`src/rtl/montgomery_to_mont_if.sv`:
```
// Start/valid handshake bundle between a requester and montgomery_to_mont.
// master drives the operands, slave (the converter) returns the result.
interface montgomery_to_mont_if #(
  parameter int WIDTH = 64
);
  logic             start_i;
  logic [WIDTH-1:0] y_i;
  logic [WIDTH-1:0] m_i;
  logic [WIDTH-1:0] m_bl_i;
  logic [WIDTH-1:0] result_o;
  logic             valid_o;
  logic             busy_o;
  logic             err_o;

  modport master (
    output start_i, y_i, m_i, m_bl_i,
    input  result_o, valid_o, busy_o, err_o
  );

  modport slave (
    input  start_i, y_i, m_i, m_bl_i,
    output result_o, valid_o, busy_o, err_o
  );
endinterface

```
`src/rtl/montgomery_to_mont.sv`:
```
// Serial y*2^k mod m converter, one shift/conditional-subtract per cycle.
// Optional operand range check: define MONT_TO_MONT_RANGE_CHECK_EN.
module montgomery_to_mont #(
  parameter int WIDTH = 64,
  parameter int CNT_W = $clog2(WIDTH) + 1
) (
  input  logic                 clk_i,
  input  logic                 rst_ni,
  montgomery_to_mont_if.slave  bus
);
  typedef enum logic [1:0] {IDLE, SHIFT, DONE} state_t;

  state_t           state, state_nxt;
  logic [WIDTH-1:0] r, m, result;
  logic [CNT_W-1:0] cnt;
  logic             err;

  logic [CNT_W-1:0] cnt_init;
  logic [WIDTH-1:0] t, r_step;
  logic             range_bad;
  logic             valid, busy;

  assign cnt_init = bus.m_bl_i[CNT_W-1:0];

  // r < m < 2^(WIDTH-1) keeps the doubled value inside WIDTH bits.
  assign t      = {r[WIDTH-2:0], 1'b0};
  assign r_step = (t >= m) ? (t - m) : t;

`ifdef MONT_TO_MONT_RANGE_CHECK_EN
  assign range_bad = ~bus.m_i[0] || (bus.m_i == '0) || (bus.y_i >= bus.m_i) ||
                     bus.m_i[WIDTH-1] || (bus.m_bl_i > WIDTH'(WIDTH - 1));
`else
  assign range_bad = 1'b0;
`endif

  logic unused_bits;
  assign unused_bits = ^{bus.m_bl_i[WIDTH-1:CNT_W], r[WIDTH-1]};

  always_ff @(posedge clk_i) begin
    if (!rst_ni) state <= IDLE;
    else         state <= state_nxt;
  end

  always_comb begin
    state_nxt = state;
    valid     = 1'b0;
    busy      = 1'b0;
    case (state)
      IDLE: begin
        if (bus.start_i)
          state_nxt = (range_bad || cnt_init == '0) ? DONE : SHIFT;
      end
      SHIFT: begin
        busy = 1'b1;
        if (cnt == CNT_W'(1)) state_nxt = DONE;
      end
      DONE: begin
        busy      = 1'b1;
        valid     = 1'b1;
        state_nxt = IDLE;
      end
      default: state_nxt = IDLE;
    endcase
  end

  // result only moves on entry to DONE so it stays put for late consumers.
  always_ff @(posedge clk_i) begin
    if (!rst_ni) begin
      r      <= '0;
      m      <= '0;
      cnt    <= '0;
      result <= '0;
      err    <= 1'b0;
    end else begin
      case (state)
        IDLE: begin
          if (bus.start_i) begin
            r   <= bus.y_i;
            m   <= bus.m_i;
            cnt <= cnt_init;
            err <= range_bad;
            if (range_bad)             result <= '0;
            else if (cnt_init == '0)   result <= bus.y_i;
          end
        end
        SHIFT: begin
          r   <= r_step;
          cnt <= cnt - CNT_W'(1);
          if (cnt == CNT_W'(1)) result <= r_step;
        end
        DONE:    err <= 1'b0;
        default: ;
      endcase
    end
  end

  assign bus.result_o = result;
  assign bus.valid_o  = valid;
  assign bus.busy_o   = busy;
  assign bus.err_o    = err && valid;
endmodule

```
`src/flat_wrapper.sv`:
```
// flat-port wrapper written by rule: the top's interface ports become plain ports
module montgomery_to_mont_flat 
#(
  parameter int WIDTH = 64,
  parameter int CNT_W = $clog2(WIDTH) + 1
)
  (clk_i, rst_ni, bus_start_i, bus_y_i, bus_m_i, bus_m_bl_i, bus_result_o, bus_valid_o, bus_busy_o, bus_err_o);
  montgomery_to_mont_if #(.WIDTH(WIDTH)) bus_i ();
  input  logic clk_i;
  input  logic rst_ni;
  input wire logic [$bits(bus_i.start_i)-1:0] bus_start_i;
  input wire logic [$bits(bus_i.y_i)-1:0] bus_y_i;
  input wire logic [$bits(bus_i.m_i)-1:0] bus_m_i;
  input wire logic [$bits(bus_i.m_bl_i)-1:0] bus_m_bl_i;
  output wire logic [$bits(bus_i.result_o)-1:0] bus_result_o;
  output wire logic [$bits(bus_i.valid_o)-1:0] bus_valid_o;
  output wire logic [$bits(bus_i.busy_o)-1:0] bus_busy_o;
  output wire logic [$bits(bus_i.err_o)-1:0] bus_err_o;
  assign bus_i.start_i = bus_start_i;
  assign bus_i.y_i = bus_y_i;
  assign bus_i.m_i = bus_m_i;
  assign bus_i.m_bl_i = bus_m_bl_i;
  assign bus_result_o = bus_i.result_o;
  assign bus_valid_o = bus_i.valid_o;
  assign bus_busy_o = bus_i.busy_o;
  assign bus_err_o = bus_i.err_o;
  montgomery_to_mont #(.WIDTH(WIDTH), .CNT_W(CNT_W)) u_core (.clk_i(clk_i), .rst_ni(rst_ni), .bus(bus_i));
endmodule
```
`config.mk`:
```
export PLATFORM = sky130hd
export DESIGN_NAME = montgomery_to_mont_flat
export DESIGN_NICKNAME = d
export VERILOG_FILES = /design/src/rtl/montgomery_to_mont_if.sv /design/src/rtl/montgomery_to_mont.sv /design/src/flat_wrapper.sv
export SDC_FILE = /design/constraint.sdc
export NUM_CORES = 1
export LEC_CHECK = 0
export CELL_PAD_IN_SITES_DETAIL_PLACEMENT = 1
export CELL_PAD_IN_SITES_GLOBAL_PLACEMENT = 2
export CORE_MARGIN = 2
export CORE_UTILIZATION = 31
export CTS_CLUSTER_DIAMETER = 30
export DETAILED_ROUTE_END_ITERATION = 12
export PLACE_DENSITY = 0.95
export SYNTH_ARGS = -nofsm -noshare
export SYNTH_HDL_FRONTEND = slang
export SYNTH_SLANG_ARGS = --single-unit
export TNS_END_PERCENT = 20
```
`constraint.sdc`:
```
create_clock -name clk_i -period 6.15 [get_ports clk_i]
set_input_delay 1.5375 -clock clk_i [delete_from_list [all_inputs] [get_ports clk_i]]
set_output_delay 1.5375 -clock clk_i [all_outputs]
set_load 0.02 [all_outputs]
```
; Word level (Yosys, flattened, before mapping)
; Cells that the tools add are included.
[classes]
n_addsub = 2
n_lt_le_gt_ge = 1
n_eq_ne = 6
mux = 17
reduce_logical = 11
[ops]
columns = operator, count
row1 = 64-bit two-way mux, 4
row2 = 64-bit one-hot mux with 2 select lines, 1
row3 = 63-bit one-hot mux with 2 select lines, 1
row4 = 64-bit greater-or-equal comparator, 1
row5 = 64-bit subtractor, 1
row6 = 63-bit two-way mux, 1
row7 = 7-bit one-hot mux with 2 select lines, 1
row8 = 2-bit AND reduction, 4
row9 = "7-bit by 1-bit == test with 1-bit output, second input constant", 1
row10 = 7-bit zero test, 1
row11 = 7-bit two-way mux, 1
row12 = "7-bit by 1-bit subtractor with 7-bit output, second input constant", 1
row13 = 2-bit two-way mux, 3
row14 = "2-bit by 1-bit != test with 1-bit output, second input constant", 2
row15 = 2-bit one-hot mux with 2 select lines, 1
row16 = 4-bit AND reduction, 1
row17 = 2-bit nonzero test, 2
row18 = 1-bit two-way mux, 3
row19 = "2-bit by 1-bit == test with 1-bit output, second input constant", 1
row20 = "2-bit == test, second input constant", 1
row21 = 2-bit zero test, 1
row22 = "2-bit != test, second input constant", 1
row23 = 1-bit one-hot mux with 2 select lines, 1
row24 = 2-bit OR reduction, 1
row25 = 1-bit logical AND, 1
[word_totals]
ff_bits = 201
input_bits = 195
out_inout_bits = 67
word_cells = 43

; Logic depth before layout (Yosys ltp)
; Gate-level depths: netlist (run 1).
[logic_depth]
word_depth = 4
mapped_depth = 15
mapped_depth_nobuf = 12

; Worst setup path before layout (run 1)
; OpenSTA, ideal clock, no wires.
[synth_path]
path_type = input to register
startpoint = input bus_m_bl_i[2]
endpoint = register u_core.result[34], in the netlist u_core.bus.result_o[34]
setup_time_ps = 58
t_arrival_ps = 2886
path_slack_ps = 3206
stages = 6
cell_sequence = nor4_1 nand3_1 a21oi_1 nand2_1 a311oi_1 a31o_2
[synth_via]
elab_chain_cells = 3
[synth_rtl]
columns = item, line_no
row1 = start: declaration, flat_wrapper.sv:14  ; input wire logic [$bits(bus_i.m_bl_i)-1:0] bus_m_bl_i;
row2 = 7-bit zero test, montgomery_to_mont.sv:83  ; else if (cnt_init == '0) result <= bus.y_i;
row3 = 2-bit by 1-bit != test with 1-bit output (no line), --
row4 = 4-bit AND reduction (no line), --
row5 = end signal: assignment, montgomery_to_mont.sv:83
row6 = end signal: assignment, montgomery_to_mont.sv:89  ; if (cnt == CNT_W'(1)) result <= r_step;
row7 = end: declaration, montgomery_to_mont.sv:14  ; logic [WIDTH-1:0] r, m, result;
; No other way between the ends.
; A chain may end at the register's enable or synchronous reset.

; Worst setup path after layout (run 1)
[layout_path]
startpoint = register u_core.m[35]
endpoint = register u_core.result[36], in the netlist u_core.bus.result_o[36]
[layout_via]
elab_chain_cells = 4
word_cells_on_any_way = 5
[layout_rtl]
columns = item, line_no
row1 = start: declaration, montgomery_to_mont.sv:14
row2 = start signal: assignment, montgomery_to_mont.sv:79  ; m <= bus.m_i;
row3 = 64-bit subtractor or 64-bit greater-or-equal comparator (tied branches), montgomery_to_mont.sv:27  ; assign r_step = (t >= m) ? (t - m) : t;
row4 = 64-bit two-way mux (*), montgomery_to_mont.sv:27
row5 = 64-bit two-way mux (*), montgomery_to_mont.sv:89
row6 = 64-bit one-hot mux with 2 select lines (*), montgomery_to_mont.sv:75  ; case (state)
; Every way passes the cells marked *; elsewhere a longest branch is shown, timed or not. The select of a mux whose other input is x is not followed.

==> implementation parameters, run 1 <==
Parameter                              Value

Placed design
  Hpwl dp ... 35.9 mm
  Port Buffers ... 203
  Post-Place Cells ... 2362
  Total cell area at the placement stage ... 15000 sq um
  Final estimated routing congestion in global placement ... 0.882

STA
  Unrepaired setup endpoints after global routing ... false
  Relative slew margins ... 0.142
  Final worst-path cycle share ... 0.675
  Final critical-path required period ... 4.15 ns
  Total negative slack for setup checks ... 0 ns
  Worst hold margin ... 0.459 ns
  Hold violation total from the final report ... 0
  Slew Viols, Final ... 0
  Final setup vio count ... 0
  Clock tree skew after final layout ... 0.0147 ns
  Fmax achieved ... 241 MHz
  Measured slew at the worst slew-check pin ... 1.28 ns

Drt
  M1 wire length ... 22.3 mm
  Routed length on met3 ... 2.18 mm
  Antenna Violating Nets Remaining ... 0
  Post-DR wirelength/cell ... 20.3 microns
  Top layer used by detailed routing ... met4
  Final wirelength ... 48.6 mm
  Wire length on met2 ... 22.8 mm
  Detailed-router iteration count before antenna repair ... 5
  Ratio of routed vias to standard cells ... 5.55
  Post-detailed-route DRC marker count ... 0
  Number of violations reported at the end of detailed-routing iteration 0 ... 784
  Via Count ... 13300

Die
  Area of the placeable core ... 40000 sq um
  I/O pins ... 262
  Effective utilization at floorplan ... 0.316
  Die width ... 206 microns
  Die Span Y ... 206 microns
  Site row count ... 73
  Die ar. ... 42400 sq um

CTS
  CTS H-tree lvls ... 4
  Clock transition at path regs ... 0.08 ns
  Post-CTS Setup Bufs ... 0
  Post-cts sizing count ... 0
  Clock buffer count from CTS ... 17
  Maximum buffer depth of the clock tree ... 2
  Clock root buffer ... sky130_fd_sc_hd__clkbuf_16
  Sinks on Clock Net ... 200
  Clk_lat worst skew ... 0.46 ns
  # hold bufs at CTS ... 0
  Clock tree from TritonCTS ... built

Finish
  Relative area change from synthesis to final layout ... 23.4%
  Final instance count without filler cells ... 2394
  Share of final-layout standard cells stronger than drive strength 1 ... 0.0401
  Number of nets in the layout ... 2121
  Number of diodes added for antenna fixing ... 0
  Final design area excluding fillers ... 15600 sq um

Global route
  Global Route Usage Sum ... 0.228
  Via count of the first global-routing pass ... 13500
  Initial antenna violation count ... 1
  Global-route wire length before repair ... 75.2 mm
  Gr ovfl total ... 0
  Pin count of the biggest net entering global routing ... 67

Synth
  Number of enable-type register cells in the synthesized netlist ... 0
  Yosys reg bits ... 200
  Mapped Cells ... 1742
  Post-synth top flop ... sky130_fd_sc_hd__dfxtp_1
  Mapped Avg Cell Area ... 7.25 sq um
  Post-Syn Nets ... 2007
  Count of distinct cell types in the synthesized netlist ... 75
  Fraction of the yosys area taken by sequential cells ... 0.317
  Yosys warning total ... 0
  Area of the mapped netlist ... 12600 sq um
  Async SR Flop Fraction ... 0

Worst hold path
  Beginning of the worst hold path ... u_core.m[54]
  Hold Path Class ... reg -> reg
  Number of cells traversed by the worst hold path ... 2
  Terminating pin of the worst hold path ... u_core.m[54]

Worst setup path
  Reg-to-Reg Start ... u_core.m[35]
  Minimum setup slack among reg-to-reg paths ... 2.00 ns
  Worst Path Max Fanout ... 29
  Worst Setup End Kind ... register
  Capture point of the worst reg-to-reg path ... u_core.bus.result_o[36]
  Req. time, crit path ... 6.50 ns
  Classification of the worst setup path ... reg -> reg
  Arrival time at the worst endpoint ... 4.50 ns
  FF-to-FF path depth ... 13
  Critical path startpoint category ... register

Power and ir drop
  Net load switching power ... 5.33 mW
  P_int ... 4.66 mW
  Power Density ... 641 nW/um^2
  Overall Power ... 9.99 mW
  Part of the total power dissipated in the clock network ... 0.121
  Flop pwr share ... 0.185
  Maximum resistive drop on vdd ... 0.522 mV
  Combinational Power Share ... 0.693
  Fraction of power spent switching nets ... 0.534
  Static leakage ... 5.88 nW

Flow run
  Max capacitance violation total ... 0

Run status
  Outcome ... complete, no violations
[power by group through the flow]
stage                     registers [mW]  logic (mW)  clock network (mW)
after floorplan                     1.86        4.84                   0
after global placement              1.86        6.69                   0
after detailed placement            1.88        6.82                   0
after CTS                           1.85        6.88                1.23
after global routing                1.89        7.61                1.28
final                               1.85        6.93                1.21
[critical path, cell delays in order, from the launching register on]
cell and delay [ns]:
sky130_fd_sc_hd__dfxtp_1 0.34, sky130_fd_sc_hd__inv_1 0.06, sky130_fd_sc_hd__ha_1 0.43, sky130_fd_sc_hd__nand4_1 0.27, sky130_fd_sc_hd__nor3_1 0.32, sky130_fd_sc_hd__nand2_1 0.16, sky130_fd_sc_hd__nor3_1 0.32, sky130_fd_sc_hd__o21a_1 0.25
sky130_fd_sc_hd__o31a_2 0.64, sky130_fd_sc_hd__buf_4 0.50, sky130_fd_sc_hd__o2bb2ai_1 0.13, sky130_fd_sc_hd__a21oi_1 0.37, sky130_fd_sc_hd__o21a_1 0.20, sky130_fd_sc_hd__nor2_1 0.04
[logic make-up (layout without fill, tap and decap cells)]
group / Yosys count / in the layout / share of synthesized area
mux: 13 / 13 / 0.0104
flops: 200 / 200 / 0.317
compound gates: 596 / 596 / 0.295
fa+ha+maj: 70 / 70 / 0.0700
buf+inv: 212 / 339 / 0.0658
other cells: 1 / 1 / 0.000297
xor+xnor: 50 / 50 / 0.0347
simple gates: 600 / 600 / 0.207
[metal layers]
| metal | GRT usage | up-vias |
|---|---|---|
| met5 | 0 | - |
| met3 | 0.0331 | 55 |
| li1 | - | 6398 |
| met2 | 0.384 | 297 |
| met4 | 0.0791 | 0 |
| met1 | 0.296 | 6541 |
[cell usage in the layout, fill, tap and decap left out, types with 6 or more instances in the layout]
master / n
sky130_fd_sc_hd__o21ai_1: 31
sky130_fd_sc_hd__clkdlybuf4s50_1: 202
sky130_fd_sc_hd__nand4_1: 25
sky130_fd_sc_hd__o21ai_0: 120
sky130_fd_sc_hd__nor3_1: 17
sky130_fd_sc_hd__o21bai_1: 17
sky130_fd_sc_hd__inv_1: 88
sky130_fd_sc_hd__ha_1: 68
sky130_fd_sc_hd__nor4_1: 8
sky130_fd_sc_hd__a21o_1: 34
sky130_fd_sc_hd__xnor2_1: 32
sky130_fd_sc_hd__a311oi_1: 6
sky130_fd_sc_hd__and3_1: 12
sky130_fd_sc_hd__o2bb2ai_1: 10
sky130_fd_sc_hd__and2_1: 9
sky130_fd_sc_hd__nand2_1: 298
sky130_fd_sc_hd__o31ai_1: 10
sky130_fd_sc_hd__a21oi_1: 215
sky130_fd_sc_hd__nor2_1: 109
sky130_fd_sc_hd__a221oi_1: 6
sky130_fd_sc_hd__dfxtp_1: 200
sky130_fd_sc_hd__or3_1: 6
sky130_fd_sc_hd__buf_4: 14
sky130_fd_sc_hd__a311o_1: 19
sky130_fd_sc_hd__xor2_1: 18
sky130_fd_sc_hd__o211ai_1: 27
sky130_fd_sc_hd__clkbuf_16: 17
sky130_fd_sc_hd__o221ai_1: 6
sky130_fd_sc_hd__o21a_1: 11
sky130_fd_sc_hd__a31oi_1: 10
sky130_fd_sc_hd__mux2i_1: 12
sky130_fd_sc_hd__nand3_1: 93
sky130_fd_sc_hd__a211oi_1: 19
[cells in the mapped netlist (20+ instances only)]
cell type / number / area, sq um
sky130_fd_sc_hd__a21o_1: 35 / 263
sky130_fd_sc_hd__a21oi_1: 217 / 1090
sky130_fd_sc_hd__buf_2: 20 / 100
sky130_fd_sc_hd__clkbuf_1: 88 / 330
sky130_fd_sc_hd__dfxtp_1: 200 / 4000
sky130_fd_sc_hd__ha_1: 69 / 863
sky130_fd_sc_hd__inv_1: 89 / 334
sky130_fd_sc_hd__nand2_1: 299 / 1120
sky130_fd_sc_hd__nand3_1: 93 / 465
sky130_fd_sc_hd__nand4_1: 25 / 156
sky130_fd_sc_hd__nor2_1: 109 / 409
sky130_fd_sc_hd__o211ai_1: 27 / 203
sky130_fd_sc_hd__o21ai_0: 120 / 601
sky130_fd_sc_hd__o21ai_1: 31 / 155
sky130_fd_sc_hd__xnor2_1: 32 / 280
[layout make-up]
type | count | area, sq um
fill | 4958 | 24400
multi-input combinational | 1330 | 7830
sequential | 200 | 4000
timing repair buffer | 217 | 2150
tap | 525 | 657
clock buffer | 19 | 443
inverter | 90 | 340
clock inverter | 13 | 168
[sequential cells by signal, summed over array words and instances (netlist names)]
name and cells:
u_core.cnt 7, u_core.state 2, u_core.m 64, u_core.r 63, u_core.bus.result_o 64
[worst max path at each step]
| stage | start | endpoint | slack (ns) | depth (start not counted) |
|---|---|---|---|---|
| 2_1_floorplan | bus_m_bl_i[2] | u_core.bus.result_o[34] | 3.21 | 6 |
| 3_3_place_gp | bus_m_bl_i[2] | u_core.bus.result_o[34] | 1.79 | 8 |
| 3_5_place_dp | bus_m_bl_i[2] | u_core.bus.result_o[34] | 1.74 | 8 |
| 4_1_cts | u_core.m[15] | u_core.bus.result_o[36] | 1.95 | 13 |
| 5_1_grt | u_core.m[14] | u_core.r[36] | 1.68 | 13 |
| 6_report | u_core.m[35] | u_core.bus.result_o[36] | 2.00 | 13 |
[through the flow]
stage	worst slack, ns	utilization
after floorplan	3.21	-
after CTS	1.95	0.390
after detailed placement	1.74	0.374
final	2.00	0.390
after global routing	1.68	0.390
after global placement	1.79	0.374
Power figures use the tool's default switching activity.
==> inputs of run 2 (changes only) <==
--- a/config.mk
+++ b/config.mk
@@ -8,10 +8,10 @@
 export CELL_PAD_IN_SITES_DETAIL_PLACEMENT = 1
 export CELL_PAD_IN_SITES_GLOBAL_PLACEMENT = 2
 export CORE_MARGIN = 2
-export CORE_UTILIZATION = 31
+export CORE_UTILIZATION = 29
 export CTS_CLUSTER_DIAMETER = 30
 export DETAILED_ROUTE_END_ITERATION = 12
-export PLACE_DENSITY = 0.95
+export PLACE_DENSITY = 0.91
 export SYNTH_ARGS = -nofsm -noshare
 export SYNTH_HDL_FRONTEND = slang
 export SYNTH_SLANG_ARGS = --single-unit
==> constraint.sdc (replaced) <==
create_clock -name clk_i -period 4.1 [get_ports clk_i]
set_input_delay 1.025 -clock clk_i [delete_from_list [all_inputs] [get_ports clk_i]]
set_output_delay 1.025 -clock clk_i [all_outputs]
set_load 0.02 [all_outputs]
==> implementation parameters, run 2 (synthesized netlist as in run 1, its figures left out) <==
Parameter                              Value

Worst setup path
  Cells traversed along the worst timing path ... inv_1 -> ha_1 -> nor2_1 -> a211oi_1 -> o2111ai_1 -> a211oi_1 -> nor3_2 -> o31ai_2 -> a211oi_2 -> or4_1 -> a41oi_1
  Minimum setup slack among reg-to-reg paths ... 0.41 ns (-1.59 ns)
  Arrival time at the worst endpoint ... 4.08 ns (-0.42 ns)
  Worst-path cell with the longest stage delay ... sky130_fd_sc_hd__or4_1
  FF-to-FF path depth ... 11 (-2)
  Req. time, crit path ... 4.49 ns (-2.01 ns)
  Stage delay of the slowest cell on the critical path ... 0.50 ns (-0.14 ns)
  Buffers and inverters on the worst path ... 1 (-1)
  Capture point of the worst reg-to-reg path ... u_core.bus.result_o[63]
  Worst path most repeated cell ... sky130_fd_sc_hd__a211oi_1
  Worst Path Max Fanout ... 6 (-79%)
  Critical path startpoint category ... register
  Kind of cell adding the most delay to the critical path ... compound AO/OA/AOI/OAI gates
  Launch point of the critical path ... u_core.m[2]
  Classification of the worst setup path ... reg -> reg
  Worst Setup End Kind ... register
  Reg-to-Reg Start ... u_core.m[2]

Finish
  Register area ... 4000 sq um (unchanged)
  Commonest non-fill, non-tap cell in the layout ... sky130_fd_sc_hd__nand2_1
  Relative area change from synthesis to final layout ... 25.5%
  Number of nets in the layout ... 2140 (+0.90%)
  Fill cell instance count of the final layout ... 5303 (+7.0%)
  Share of final-layout standard cells stronger than drive strength 1 ... 0.0498 (+0.00969)
  Final cell utilization of the core ... 0.369 (-0.0207)
  Final design area excluding fillers ... 15900 sq um (+1.7%)
  Total area of multi-input combinational cells ... 7830 sq um (about the same)
  Most used cells in the layout excluding fill and tap cells ... sky130_fd_sc_hd__nand2_1, sky130_fd_sc_hd__a21oi_1, sky130_fd_sc_hd__clkdlybuf4s50_1, sky130_fd_sc_hd__dfxtp_1, sky130_fd_sc_hd__o21ai_0

Placed design
  Hpwl dp ... 36.2 mm (+0.89%)
  Final estimated routing congestion in global placement ... 0.901 (+2.2%)
  Port Buffers ... 203 (unchanged)
  Total cell area at the placement stage ... 15200 sq um (+1.7%)

CTS
  Clock tree from TritonCTS ... built
  Clock root buffer ... sky130_fd_sc_hd__clkbuf_16
  Maximum buffer depth of the clock tree ... 2 (unchanged)
  Sinks on Clock Net ... 200 (unchanged)
  Post-cts sizing count ... 0 (unchanged)
  # hold bufs at CTS ... 0 (unchanged)
  Clock buffer count from CTS ... 17 (unchanged)
  Post-CTS Setup Bufs ... 0 (unchanged)
  Clk_lat worst skew ... 0.47 ns (about the same)
  CTS H-tree lvls ... 4 (unchanged)
  Clock transition at path regs ... 0.08 ns (about the same)

Worst hold path
  Terminating pin of the worst hold path ... u_core.m[53]
  Number of cells traversed by the worst hold path ... 2 (unchanged)
  Beginning of the worst hold path ... u_core.m[53]
  Hold Path Class ... reg -> reg

Die
  Die ar. ... 45200 sq um (+6.8%)
  Die width ... 213 microns (+3.3%)
  Site row count ... 76 (+4.1%)
  I/O pins ... 262 (unchanged)
  Area of the placeable core ... 43000 sq um (+7.4%)
  Effective utilization at floorplan ... 0.294 (-0.0218)
  Die Span Y ... 213 microns (+3.3%)

Power and ir drop
  Power Density ... 966 nW/um^2 (+51%)
  Static leakage ... 5.99 nW (+1.8%)
  Maximum resistive drop on vdd ... 0.559 mV (+7.1%)

Global route
  Global Route Usage Sum ... 0.218 (-0.00985)
  Via count of the first global-routing pass ... 13700 (+1.5%)
  Initial antenna violation count ... 1 (unchanged)
  Pin count of the biggest net entering global routing ... 89 (+33%)
  Global-route wire length before repair ... 76.7 mm (+2.0%)
  Gr ovfl total ... 0 (unchanged)

STA
  Relative slew margins ... 0.128 (-0.0144)
  Unrepaired setup endpoints after global routing ... false
  Slew Viols, Final ... 0 (unchanged)
  Total negative slack for setup checks ... 0 ns (unchanged)
  Clock tree skew after final layout ... 0.0214 ns (+0.00676 ns)
  Final critical-path required period ... 3.69 ns (-0.455 ns)
  Final setup vio count ... 0 (unchanged)
  Fmax achieved ... 271 MHz (+12%)
  Hold violation total from the final report ... 0 (unchanged)
  Worst hold margin ... 0.457 ns (-0.00236 ns)
  Final worst-path cycle share ... 0.901 (+0.226)
  Measured slew at the worst slew-check pin ... 1.31 ns (+0.0264 ns)

Drt
  Via Count ... 13400 (+0.50%)
  Detailed-router iteration count before antenna repair ... 6 (+1)
  Final wirelength ... 48.9 mm (+0.51%)
  Post-detailed-route DRC marker count ... 0 (unchanged)
  Post-DR wirelength/cell ... 19.7 microns (-2.7%)
  Number of violations reported at the end of detailed-routing iteration 0 ... 778 (-0.77%)
  Antenna Violating Nets Remaining ... 0 (unchanged)
  Ratio of routed vias to standard cells ... 5.40 (-2.7%)

Flow run
  Max capacitance violation total ... 0 (unchanged)

Run status
  Outcome ... complete, no violations
## run 2: metrics by stage
stage,power [mW],std cells,setup WS [ns]
2_1_floorplan,10.0,1742,1.19
3_3_place_gp,13.1,2441,0.468
3_5_place_dp,13.4,2441,0.415
4_1_cts,15.3,2472,0.449
5_1_grt,16.5,2473,0.138
6_report,15.3,2474,0.406
## run 2: worst max path at each step
stage | to | cells after the start
3_3_place_gp | u_core.bus.result_o[1] | 7
3_5_place_dp | u_core.bus.result_o[1] | 7
5_1_grt | u_core.bus.result_o[63] | 11
4_1_cts | u_core.bus.result_o[63] | 11
6_report | u_core.bus.result_o[63] | 11
2_1_floorplan | u_core.bus.result_o[50] | 14
## run 2: final cells by class
| cell class | instances | area share |
|---|---|---|
| repair buffers | 236 | 0.147 |
| clock inverters | 11 | 0.0100 |
| diodes | 2 | 0.000316 |
| clock buffers | 20 | 0.0288 |
| flip-flops and latches | 200 | 0.253 |
| inverters | 90 | 0.0215 |
| multi-input cells | 1330 | 0.494 |
| well taps | 585 | 0.0462 |
## run 2: worst register-to-register path: cells and delay by family (launching register included)
| family | cells | cell delay [ns] |
|---|---|---|
| flip-flops | 1 | 0.33 |
| adder cells (fa/ha/maj) | 1 | 0.40 |
| AND/OR/NAND/NOR | 3 | 0.74 |
| buffers and inverters | 1 | 0.06 |
| AO/OA/AOI/OAI | 6 | 2.09 |
## run 2: report_power, final
group	total, mW	internal, mW	switching (mW)	leakage [nW]
Sequential	2.78	2.41	0.366	1.64
Clock	1.84	1.00	0.833	0.299
Combinational	10.7	3.89	6.81	4.05
## run 2: metal layers
layer | track usage | wire [microns] | vias up | share of wire
li1 | - | - | 6457 | -
met3 | 0.0306 | 1770 | 58 | 0.036
met4 | 0.0694 | 1050 | 0 | 0.021
met5 | 0 | 0 | - | 0
met2 | 0.369 | 23300 | 280 | 0.48
met1 | 0.286 | 22700 | 6563 | 0.47
==> RTL edit 1, RTL diff (config.mk and constraints of run 2) <==
Encoding of `state_t`: now one-hot (3 bits for 3 states).
--- a/src/rtl/montgomery_to_mont.sv
+++ b/src/rtl/montgomery_to_mont.sv
@@ -10,3 +10,3 @@
 );
-  typedef enum logic [1:0] {IDLE, SHIFT, DONE} state_t;
+  typedef enum logic [2:0] {IDLE = 3'b001, SHIFT = 3'b010, DONE = 3'b100} state_t;
 
Check against the original RTL: same outputs for any inputs over 4 cycles, from zero or initial values and one cycle with rst_ni low; so few cycles prove little.
==> RTL edit 1 against run 2 <==
  * Sequential cell count is 1 higher
  * Count of clock-buffer cells in the layout is 37 higher
  * Cell area is 8.8% higher
  * Die area is 1.8% higher
  * Wire length is 6.9% higher
  * Maximum frequency is 0.25% higher
  * Cell count is 3.5% higher
  * Synthesized cell count is 1.0% higher
  * Worst setup slack better by 0.0094 ns
  * Synthesized area is 1.9% higher
Power is not compared: it rests on default switching activity, and its combinational part moved more than twofold at a synthesized area within 25%.
==> RTL edit 1: results (changes against run 2) <==
[logic_synthesis]
syn_nets = 2022  ; +0.75%
ys_seq_area_share_pct = 31.3  ; -0.43 points
ys_top_cells_by_count = nand2_1, a21oi_1, dfxtp_1
synth_area_leaders = dfxtp_1, nand2_1, a21oi_1
synth_cell_types = 78  ; +4.0%
synth-async-reset-ratio_pct = 0  ; unchanged

[setup_path]
crit_family = compound AO/OA/AOI/OAI gates
arrival_ns = 4.15  ; +0.07 ns
critical_path_peak_fanout = 4  ; -2
crit_path_top_delay_cell = fa_1
cpPeakStageDelay_ns = 0.49

[layout]
drive_above_1_share_pct = 9.14  ; +4.2 points
fin_nets = 2190  ; +2.3%
diodes = 0  ; -2

[cts]
clockBufferDepth = 3  ; +1
insertion_delay_ns = 0.60  ; +0.13 ns
h-tree-depth = 2  ; -2
numCtsBuffers = 51  ; +34
cts_root_buffer = clkbuf_16
clk_pin_slew_worst_paths_ns = 0.05  ; -0.03 ns
postCtsSetupBuffers = 0  ; unchanged

[place]
hpwl_mm = 38.6  ; +6.6%
pre_cts_ws_ns = 0.206  ; -0.209 ns
placed_area_mm2 = 0.0155  ; +1.5%
port_buffers = 203  ; unchanged
gp_congestion = 0.895  ; -0.72%

[global_routing]
antenna_found_initial = 0  ; -1
first_global_vias = 14300  ; +4.0%
grt_max_degree = 72  ; -19%
grt_use_total_pct = 22.2  ; +0.38 points
grt_pass1_wl_mm = 81.5  ; +6.2%

[route]
avgViaCountPerCell = 5.36  ; -0.67%
dr.first_iter.drc_count = 755  ; -3.0%
first_pass_iters = 5  ; -1
wirelength_mm = 52.2  ; +6.9%

[power_and_ir_drop]
p_switching_mw = 3.90

[sta]
slew_headroom_pct = 43.2  ; +30 points
skew_ns = 0.0368  ; +0.0154 ns

[status]
status = complete, no violations

## RTL edit 1: cell types whose count changed after synthesis, moves of 8 or more
cell / run 2 / this run
o221ai_1: 6 / 17
buf_2: 20 / 28
inv_1: 89 / 77
and3_1: 12 / 23
a21o_1: 35 / 26
nand2_1: 299 / 330
a21oi_1: 217 / 203
o21ai_0: 120 / 90
## RTL edit 1: layout make-up
| type | instances | area [µm²] |
|---|---|---|
| sequential | 201 | 4020 |
| timing repair buffer | 247 | 2410 |
| multi-input combinational | 1350 | 8000 |
| clock inverter | 37 | 427 |
| clock buffer | 57 | 1360 |
| tap | 592 | 741 |
| inverter | 77 | 290 |
| fill | 5312 | 26800 |
## RTL edit 1: layer usage
layer	vias to the layer above	GRT usage (%)	wire length [µm]
met5	-	0	0
met4	0	5.23	822
met3	56	3.87	2470
met2	332	36.8	24200
met1	6712	29.9	24700
li1	6635	-	-
## RTL edit 1: cells by family after synthesis
| family | share of synthesized area (%) |
|---|---|
| and+or+nand+nor | 22.6 |
| AOI/OAI and AO/OA | 28.2 |
| buffers and inverters | 6.87 |
| DFF | 31.3 |
| adders and majority gates | 6.58 |
| xor gates and xnor gates | 3.68 |
| muxes | 0.778 |
| other | 0.0292 |
## RTL edit 1: worst paths after layout
path,start,end,slack (ns),depth (start not counted)
hold / removal,u_core.bus.result_o[18],u_core.bus.result_o[18],0.46,2
hold reg to reg,u_core.bus.result_o[18],u_core.bus.result_o[18],0.46,2
setup / recovery,u_core.m[0],u_core.bus.result_o[50],0.42,13
setup reg to reg,u_core.m[0],u_core.bus.result_o[50],0.42,13
## RTL edit 1: tightest hold or removal path: cells and delay by family (launching register included)
kind / cells / cell delay (ns)
simple gates: 1 / 0.05
compound gates: 1 / 0.05
flops: 1 / 0.30
## RTL edit 1: per-stage QoR
stage | std cells | util, %
floorplan | 1760 | -
global placement | 2467 | 35.1
detailed placement | 2467 | 35.1
CTS | 2561 | 39.2
global route | 2561 | 39.2
finish | 2561 | 39.2
## RTL edit 1: power groups by stage
stage	sequential (mW)	combinational, mW	clock, mW
3_5_place_dp	2.30	3.64	0
4_1_cts	2.27	3.68	4.22
6_report	2.27	3.67	4.15
5_1_grt	2.29	4.02	4.33
2_1_floorplan	2.32	2.40	0
3_3_place_gp	2.30	3.58	0
==> RTL edit 2, RTL diff (flow settings as in run 2) <==
Without the edit above. Add a define of `MONT_TO_MONT_RANGE_CHECK_EN`.
--- a/src/rtl/montgomery_to_mont.sv
+++ b/src/rtl/montgomery_to_mont.sv
@@ -2,2 +2,4 @@
 // Optional operand range check: define MONT_TO_MONT_RANGE_CHECK_EN.
+`define MONT_TO_MONT_RANGE_CHECK_EN
+
 module montgomery_to_mont #(
Check against the original RTL: not equivalent (Yosys sat finds a counterexample within 4 cycles, from zero or initial values and one cycle with rst_ni low).
==> RTL edit 2 against run 2 <==
  * Cell count grew 31%
  * Non-clock buffer count grew 219
  * First-iteration DRC count grew 5.9%
  * Wire length grew 40%
  * Worst setup slack lost 0.31 ns
  * Die area grew 21%
  * Worst hold slack is essentially flat
  * Core utilization grew 5.1 points
  * Via count grew 33%
  * Cell area grew 38%
  * Sequential cell count grew 1
  * Synthesized area grew 21%
  * Largest cell class unchanged
Power is not compared: it rests on default switching activity, and its combinational part moved more than twofold at a synthesized area within 25%.
==> RTL edit 2: results (changes against run 2) <==
[logic_synthesis]
synth_area_leaders = dfxtp_1, ha_1, a21oi_1
ys_top_cells_by_count = a21oi_1, nand2_1, dfxtp_1
syn_inst = 2122  ; +22%
ys_seq_area_share_pct = 26.3  ; -5.4 points
synth_cell_types = 93  ; +24%
synth-warning-count = 0  ; unchanged
synth-async-reset-ratio_pct = 0  ; unchanged
syn_nets = 2451  ; +22%

[global_routing]
grt_pass1_wl_mm = 106  ; +39%
grt_max_degree = 80  ; -10%
antenna_found_initial = 2  ; +1
grt_use_total_pct = 24.9  ; +3.1 points
first_global_vias = 19100  ; +39%

[power_and_ir_drop]
p_leak_nw = 9.01
ir_drop_uv = 316

[setup_path]
critical_path_peak_fanout = 7  ; +1
arrival_ns = 4.47  ; +0.39 ns
crit_family = compound AO/OA/AOI/OAI gates
reg2reg_from = u_core.m[28]
timing.rr.end = u_core.r[61]
crit_path_top_delay_cell = a2111oi_1
reg2reg_depth = 12  ; +1
cpPeakStageDelay_ns = 0.90  ; +0.40 ns

[place]
place_inst = 3127  ; +28%
placed_area_mm2 = 0.0198  ; +30%
pre_cts_ws_ns = -0.432  ; -0.847 ns
hpwl_mm = 51.6  ; +42%
port_buffers = 261  ; +29%
gp_congestion = 0.945  ; +4.8%

[cts]
insertion_delay_ns = 0.60  ; +0.13 ns
numCtsBuffers = 60  ; +43
clockBufferDepth = 3  ; +1
postCtsSetupBuffers = 0  ; unchanged
cts_root_buffer = clkbuf_16
h-tree-depth = 2  ; -2
clk_pin_slew_worst_paths_ns = 0.04  ; -0.04 ns
cts_resized = 0  ; unchanged

[min_path]
hold_depth = 2  ; unchanged
hold-path-endpoint = u_core.m[49]
hold_path_class = flop to flop
min_from = u_core.m[49]

[route]
avgViaCountPerCell = 5.47  ; +1.4%
dr.first_iter.drc_count = 824  ; +5.9%
first_pass_iters = 5  ; -1
wl_per_cell_um = 21.2  ; +7.3%

[sta]
setup_viol = 0  ; unchanged
slew_headroom_pct = 34.3  ; +22 points
fin_ws_ns = 0.0991  ; -0.307 ns
whs_ns = 0.456  ; -0.000383 ns
skew_ns = 0.0192  ; -0.00225 ns

[layout]
drive_above_1_share_pct = 14.0  ; +9.0 points
final_cells = 3236  ; +31%
diodes = 0  ; -2
fin_nets = 2830  ; +32%

[status]
status = complete, no violations

## RTL edit 2: cells by family after synthesis
| group | share of synthesized area, % |
|---|---|
| DFF | 26.3 |
| buffers and inverters | 7.69 |
| xor gates and xnor gates | 2.35 |
| AOI/OAI and AO/OA | 29.8 |
| and+or+nand+nor | 21.6 |
| muxes | 1.23 |
| adders and majority gates | 11.0 |
## RTL edit 2: final cells by class
cell class / count / area, µm²
tap: 688 / 861
clock buffer: 73 / 1650
timing repair buffer: 455 / 4170
clock inverter: 36 / 519
inverter: 153 / 576
fill: 6407 / 30400
multi-input combinational: 1630 / 10200
sequential: 201 / 4020
## RTL edit 2: stage by stage
| step | setup TNS (ns) | power, mW | util, % |
|---|---|---|---|
| floorplan | 0 | 4.09 | - |
| global placement | -10.16 | 5.22 | 37.7 |
| detailed placement | -21.45 | 5.29 | 37.7 |
| CTS | 0 | 10.3 | 41.9 |
| global route | -0.0866 | 10.8 | 41.9 |
| finish | 0 | 10.3 | 41.9 |
## RTL edit 2: worst reg2reg max path, stage by stage, from the launching register on
cell and delay (ns):
dfxtp_1 0.32, inv_1 0.07, ha_1 0.42, nand2_1 0.17
nor3_1 0.33, and2_1 0.20, a22oi_1 0.08, a2111oi_1 0.90
o21bai_1 0.31, a21boi_0 0.55, o31ai_1 0.15, a31oi_1 0.27
o211ai_1 0.11
## RTL edit 2: power breakdown
part | total (mW) | switching [mW] | leakage, nW | internal (mW)
Sequential | 2.23 | 0.118 | 1.66 | 2.11
Clock | 4.99 | 1.42 | 1.05 | 3.57
Combinational | 3.09 | 1.85 | 6.30 | 1.24
Total | 10.3 | 3.39 | 9.01 | 6.92
## RTL edit 2: worst max path at each step
stage	startpoint	to
floorplan	bus_m_i[21]	u_core.bus.result_o[39]
global placement	bus_m_i[38]	u_core.bus.result_o[11]
detailed placement	bus_m_i[63]	u_core.bus.result_o[27]
CTS	bus_m_i[31]	u_core.bus.result_o[58]
global route	bus_m_i[39]	u_core.bus.result_o[29]
finish	u_core.m[28]	u_core.r[61]
## RTL edit 2: per-layer routing
layer  global-route usage, %  routed length (µm)  vias up
li1                        -                   -     8451
met1                    29.7               28900     8691
met2                    43.5               33400      426
met3                    3.83                3220      148
met4                    11.6                3040        0
met5                       0                   0        -
